## src/rtl/sipo_rx_if.sv

```systemverilog
// sipo_rx_if: serial receive link and parallel result bundle for sipo_rx
interface sipo_rx_if #(parameter int WIDTH = 6);
  logic             sin;
  logic             sin_valid;
  logic             sof;
  logic             err_clr;
  logic [WIDTH-1:0] pout;
  logic             pout_valid;
  logic             busy;
  logic             frame_err;
  modport master (output sin, sin_valid, sof, err_clr, input pout, pout_valid, busy, frame_err);
  modport slave  (input sin, sin_valid, sof, err_clr, output pout, pout_valid, busy, frame_err);
endinterface

```

## src/rtl/sipo_rx.sv

```systemverilog
// sipo_rx: sof-framed serial-in parallel-out deserializer with sticky frame error
module sipo_rx #(
  parameter int WIDTH     = 6,
  parameter bit MSB_FIRST = 1
) (
  input logic      clk,
  input logic      rst,
  sipo_rx_if.slave bus
);
  localparam int CW = $clog2(WIDTH);
  typedef enum logic {IDLE, SHIFT} state_t;
  state_t           r_state, w_state;
  logic [WIDTH-1:0] r_sr, w_sr, r_pout, w_pout, w_load, w_shift;
  logic [CW-1:0]    r_cnt, w_cnt;
  logic             r_pv, w_pv, r_err, w_err, w_last;
  assign w_load  = MSB_FIRST ? {{(WIDTH-1){1'b0}}, bus.sin} : {bus.sin, {(WIDTH-1){1'b0}}};
  assign w_shift = MSB_FIRST ? {r_sr[WIDTH-2:0], bus.sin} : {bus.sin, r_sr[WIDTH-1:1]};
  assign w_last  = r_cnt == CW'(WIDTH - 1);
  // registers for state, shift path, result word, strobe and error flag
  always_ff @(posedge clk or negedge rst) begin
    if (!rst) begin
      r_state <= IDLE;
      r_sr    <= '0;
      r_cnt   <= '0;
      r_pout  <= '0;
      r_pv    <= 1'b0;
      r_err   <= 1'b0;
    end else begin
      r_state <= w_state;
      r_sr    <= w_sr;
      r_cnt   <= w_cnt;
      r_pout  <= w_pout;
      r_pv    <= w_pv;
      r_err   <= w_err;
    end
  end
  // next state: sof always (re)starts a frame; an sof inside a frame is an abort
  always_comb begin
    w_state = r_state;
    w_sr    = r_sr;
    w_cnt   = r_cnt;
    w_pout  = r_pout;
    w_pv    = 1'b0;
    w_err   = r_err & ~bus.err_clr;
    if (bus.sin_valid && bus.sof) begin
      w_state = SHIFT;
      w_sr    = w_load;
      w_cnt   = CW'(1);
      w_err   = w_err | (r_state == SHIFT);
    end else if (bus.sin_valid && r_state == SHIFT) begin
      w_sr    = w_shift;
      w_cnt   = w_last ? '0 : r_cnt + CW'(1);
      w_state = w_last ? IDLE : SHIFT;
      w_pout  = w_last ? w_shift : r_pout;
      w_pv    = w_last;
    end
  end
  assign bus.pout       = r_pout;
  assign bus.pout_valid = r_pv;
  assign bus.busy       = r_state == SHIFT;
  assign bus.frame_err  = r_err;
endmodule
```

## src/flat_wrapper.sv

```systemverilog
// flat-port wrapper written by rule: the top's interface ports become plain ports
module sipo_rx_flat 
#(
  parameter int WIDTH     = 6,
  parameter bit MSB_FIRST = 1
)
  (clk, rst, bus_sin, bus_sin_valid, bus_sof, bus_err_clr, bus_pout, bus_pout_valid, bus_busy, bus_frame_err);
  sipo_rx_if #(.WIDTH(WIDTH)) bus_i ();
  input logic clk;
  input logic rst;
  input wire logic [$bits(bus_i.sin)-1:0] bus_sin;
  input wire logic [$bits(bus_i.sin_valid)-1:0] bus_sin_valid;
  input wire logic [$bits(bus_i.sof)-1:0] bus_sof;
  input wire logic [$bits(bus_i.err_clr)-1:0] bus_err_clr;
  output wire logic [$bits(bus_i.pout)-1:0] bus_pout;
  output wire logic [$bits(bus_i.pout_valid)-1:0] bus_pout_valid;
  output wire logic [$bits(bus_i.busy)-1:0] bus_busy;
  output wire logic [$bits(bus_i.frame_err)-1:0] bus_frame_err;
  assign bus_i.sin = bus_sin;
  assign bus_i.sin_valid = bus_sin_valid;
  assign bus_i.sof = bus_sof;
  assign bus_i.err_clr = bus_err_clr;
  assign bus_pout = bus_i.pout;
  assign bus_pout_valid = bus_i.pout_valid;
  assign bus_busy = bus_i.busy;
  assign bus_frame_err = bus_i.frame_err;
  sipo_rx #(.WIDTH(WIDTH), .MSB_FIRST(MSB_FIRST)) u_core (.clk(clk), .rst(rst), .bus(bus_i));
endmodule
```

## config.mk

```make
export PLATFORM = sky130hd
export DESIGN_NAME = sipo_rx_flat
export DESIGN_NICKNAME = d
export VERILOG_FILES = /design/src/rtl/sipo_rx_if.sv /design/src/rtl/sipo_rx.sv /design/src/flat_wrapper.sv
export SDC_FILE = /design/constraint.sdc
export NUM_CORES = 1
export LEC_CHECK = 0
export BUFFER_PORTS_ARGS = -buffer_cell sky130_fd_sc_hd__buf_2
export CORE_AREA = 2 2 56 58
export CTS_BUF_LIST = sky130_fd_sc_hd__clkbuf_16
export CTS_CLUSTER_DIAMETER = 200
export DETAILED_ROUTE_END_ITERATION = 8
export DIE_AREA = 0 0 58 60
export SLEW_MARGIN = 25
export SYNTH_ARGS = -nofsm -noshare
export SYNTH_HDL_FRONTEND = slang
export SYNTH_SLANG_ARGS = --single-unit
```

## constraint.sdc

```tcl
create_clock -name clk -period 4.22 [get_ports clk]
set_input_delay 0.844 -clock clk [delete_from_list [all_inputs] [get_ports clk]]
set_output_delay 0.844 -clock clk [all_outputs]
set_load 0.01 [all_outputs]
```

# Word-level counts from Yosys, hierarchy flattened
# Index checks and enable logic that the tools add are counted.
totals:
  word_cells: 27
  ff_bits: 17
  out_inout_bits: 9
  input_bits: 6
classes:
  n_addsub: 1
  n_mux: 11
  n_bitwise: 4
  n_eq_ne: 1
  n_reduce_logical: 4
op_table:
  columns: ["cell", "n"]
  rows:
  - ["5-bit two-way mux", 2]
  - ["3-bit two-way mux", 3]
  - ["1-bit two-way mux", 6]
  - ["3-bit by 1-bit adder with 3-bit output, second input constant", 1]
  - ["3-bit equality test, second input constant", 1]
  - ["3-bit AND reduction", 1]
  - ["1-bit logical AND", 2]
  - ["1-bit NOT", 2]
  - ["2-bit nonzero test", 1]
  - ["1-bit AND", 1]
  - ["1-bit bitwise OR", 1]

# Logic depth before layout (Yosys ltp)
depth:
  depth_word: 4
  mapped_depth: 4
  depth_no_buf: 3

# Least setup slack after synthesis
# No wires, ideal clock.
synth_path:
  kind: "input port to flip-flop"
  from: "input port bus_sof"
  to: "register u_core.r_pout[0] (netlist: u_core.bus.pout[0])"
  setup_time_ns: 0.125
  slack_ns: 2.327
  required_time_ns: 4.095
  path_stages: 4
  arrival_ns: 1.768
  cell_sequence: "and3b_4 and4b_1 buf_6 mux2_4"
synth_between:
  elab_chain_len: 3
synth_lines:
  columns: ["element", "line", "text"]
  rows:
  - ["start, declared", "flat_wrapper.sv:13", "input wire logic [$bits(bus_i.sof)-1:0] bus_sof;"]
  - ["1-bit logical AND", "sipo_rx.sv:45", "if (bus.sin_valid && bus.sof) begin"]
  - ["1-bit NOT (no line)", null, null]
  - ["3-bit AND reduction (no line)", null, null]
  - ["end signal, assigned", "sipo_rx.sv:32", "r_pout <= w_pout;"]
  - ["end, declared", "sipo_rx.sv:13", "logic [WIDTH-1:0] r_sr, w_sr, r_pout, w_pout, w_load, w_shift;"]
# Every way passes these cells.
# A chain may end at the register's enable or synchronous reset.

# Final worst setup path
layout_path:
  from: "input port bus_sof"
  to: "register u_core.r_pout[3] (netlist: u_core.bus.pout[3])"
# Same word-level chain as after synthesis.

==> run summary <==
number of antenna violations at the first check in global routing - 0
post-cts resize count - 0
setup TNS - 0 ps
endpoints failing hold - 0
clock power share - 37.6%
WL final - 1173 um
worst path bufs/invs - 1
Final GP Congestion - 0.7505
largest net degree at the start of global routing - 18
post-synthesis sequential area ratio - 61.26%
Max VDD drop - 0.3899 mV
final worst slack - 2250 ps
Pwr per Cell Area - 551.9 mW/mm^2
1st-iter DRT viols - 7
CTS tree - built
Slew HR - 71.19%
Antenna Nets Post-Route - 0
routed len/inst - 12.35 um
Worst path max stage delay - 460 ps
leakage - 0.4406 nW
post-synth top area share - 61.26%
Layout fillers - 302
CTS sink cnt - 17
CP endpoint kind - flop
Final min period - 1970 ps
synth-to-layout area growth - 25.77%
Via density - 4.611
postcts setup bufs - 0
clock buffer count from CTS - 3
Clock Skew - 3.899 ps
Max Cap Viol - 0
Die ar. - 0.003480 mm^2
syn nets - 51
die width - 58 um
cts hold-fix bufs - 0
final worst path period share - 46.69%
Crit Path Max Fanout - 7
Critical Setup Path Class - in -> reg
Post-synth EDFFs - 0
post-synth top area cell - dfrtp_1
Worst-Margin Slew - 429.3 ps
Int Power - 0.3691 mW
Syn. warnings - 0
commonest cells in the netlist - dfrtp_1 (17), mux2_4 (6), a22o_2 (5)
Syn Inst Count - 45
Max stage delay cell, worst path - and4b_1
Hold Path Class - in -> async
Final #Nets - 69
top cells by area, synth - dfrtp_1 (61%), mux2_4 (13%), a22o_2 (7.2%)
ys flop type - dfrtp_1
library cells used by synthesis - 17
RSZ-0062 raised after global routing - no
share of power burned in combinational logic - 17.4%
total congestion overflow - 0
layout cells sized above 1 - 51.61%
Worst EP required - 4340 ps
Net Sw Frac - 23.43%
Setup Viol. Count Final - 0
DR vias - 438
Fmax - 507.5 MHz
IO Port Bufs - 14
storage element area - 425.4 um^2
Final Max Slew Viols - 0
switching pwr - 0.1129 mW
Root Buffer - clkbuf_16
GRT Total Usage - 7.960%
Avg Inst Size Synth - 15.43 um^2
pre-CTS WS - 1971 ps
part of the power in registers - 45.1%
clk slew on worst S/H paths - 50 ps
status - complete, no violations
Synth async-reset ratio - 100.0%
delay-heaviest family, CP - simple AND/OR/NAND/NOR gates
global-route wire length before repair - 2028 um
ANT cells - 0
Top Ports - 15
Data arrival, critical path - 2090 ps
Worst-Skew Late Latency - 240 ps
Rows - 20
synthesized flop and latch total - 17
router iterations before antenna repair - 4
die span in y - 60 um
CP cell instances - buf_2 > and3b_4 > and4b_1 > mux2_4
CTS max path bufs - 2
H-tree depth - 1
most frequent cell after synthesis - dfrtp_1
Critical Path Source Type - primary input
vias in the first global route - 416
core area - 0.002903 mm^2
Post-Syn Area - 694.4 um^2
drc violations - 0
Starting Density - 23.92%
Multi-input gate area - 250.2 um^2
==> layer usage <==
metal / wire length [um] / global-route usage [%] / part of all wire, %
met2: 485 / 11.04 / 41
met4: 17 / 2.990 / 1.4
met3: 86 / 4.545 / 7.3
met5: 0 / 0 / 0
met1: 583 / 10.22 / 50
==> logic make-up after synthesis <==
logic type | count (synthesis) | share of synthesized area, %
compound gates | 10 | 12.25
mux | 8 | 16.22
simple gates | 7 | 7.566
flops | 17 | 61.26
buf+inv | 3 | 2.703
==> cells in the final DEF (no fill, tap or decap) <==
| cell | n |
|---|---|
| o21ai_1 | 1 |
| nand2_1 | 1 |
| nand4b_1 | 2 |
| o21ai_0 | 1 |
| a22o_2 | 5 |
| dfrtp_1 | 17 |
| a21boi_0 | 1 |
| mux2_4 | 6 |
| mux2_2 | 2 |
| buf_2 | 14 |
| a21o_2 | 1 |
| nor2_1 | 1 |
| inv_1 | 3 |
| clkbuf_16 | 3 |
| a22o_1 | 1 |
| nand3_1 | 1 |
| and3b_4 | 1 |
| and4b_1 | 1 |
==> state kept, by name, indices dropped and copies added, names as in the netlist <==
register / flops
u_core.r_sr: 5
u_core.bus.pout_valid: 1
u_core.bus.pout: 6
u_core.bus.busy: 1
u_core.r_cnt: 3
u_core.bus.frame_err: 1
==> worst paths after layout <==
check,startpoint,endpoint,slack [ps],cells after the start
setup / recovery,bus_sof,u_core.bus.pout[3],2250,4
min in group clk,u_core.bus.pout[1],u_core.bus.pout[1],510,1
setup reg to reg,u_core.bus.busy,u_core.bus.pout[3],2580,3
hold / removal,rst,u_core.r_sr[0],510,1
max in group asynchronous,rst,u_core.r_sr[3],3430,1
hold reg to reg,u_core.bus.pout[1],u_core.bus.pout[1],510,1
==> metrics by stage <==
stage               hold WS, ps  cells  util (%)  power, mW  cell area [um^2]
global placement          498.2     91     27.37     0.3035             794.5
finish                    509.6     95     30.09     0.4820             873.3
global route              522.1     95     30.09     0.5080             873.3
detailed placement        495.1     91     27.37     0.3055             794.5
floorplan                 470.9     45         -     0.2709             694.4
CTS                       512.1     95     30.09     0.4897             873.3
==> area by class of cell <==
cell class	instances	area share, %
sequential	17	48.71
multi-input combinational	25	28.65
clock buffer	3	8.596
timing repair buffer	14	8.023
tap	33	4.728
inverter	2	0.8596
clock inverter	1	0.4298
==> power groups by stage <==
stage	combinational [mW]	sequential [mW]	clock [mW]
4_1_cts	0.0856	0.218	0.186
3_3_place_gp	0.0843	0.219	0
3_5_place_dp	0.0856	0.220	0
6_report	0.0838	0.217	0.181
5_1_grt	0.0924	0.223	0.193
2_1_floorplan	0.0481	0.223	0
No activity file was read; power rests on OpenSTA's default activity.
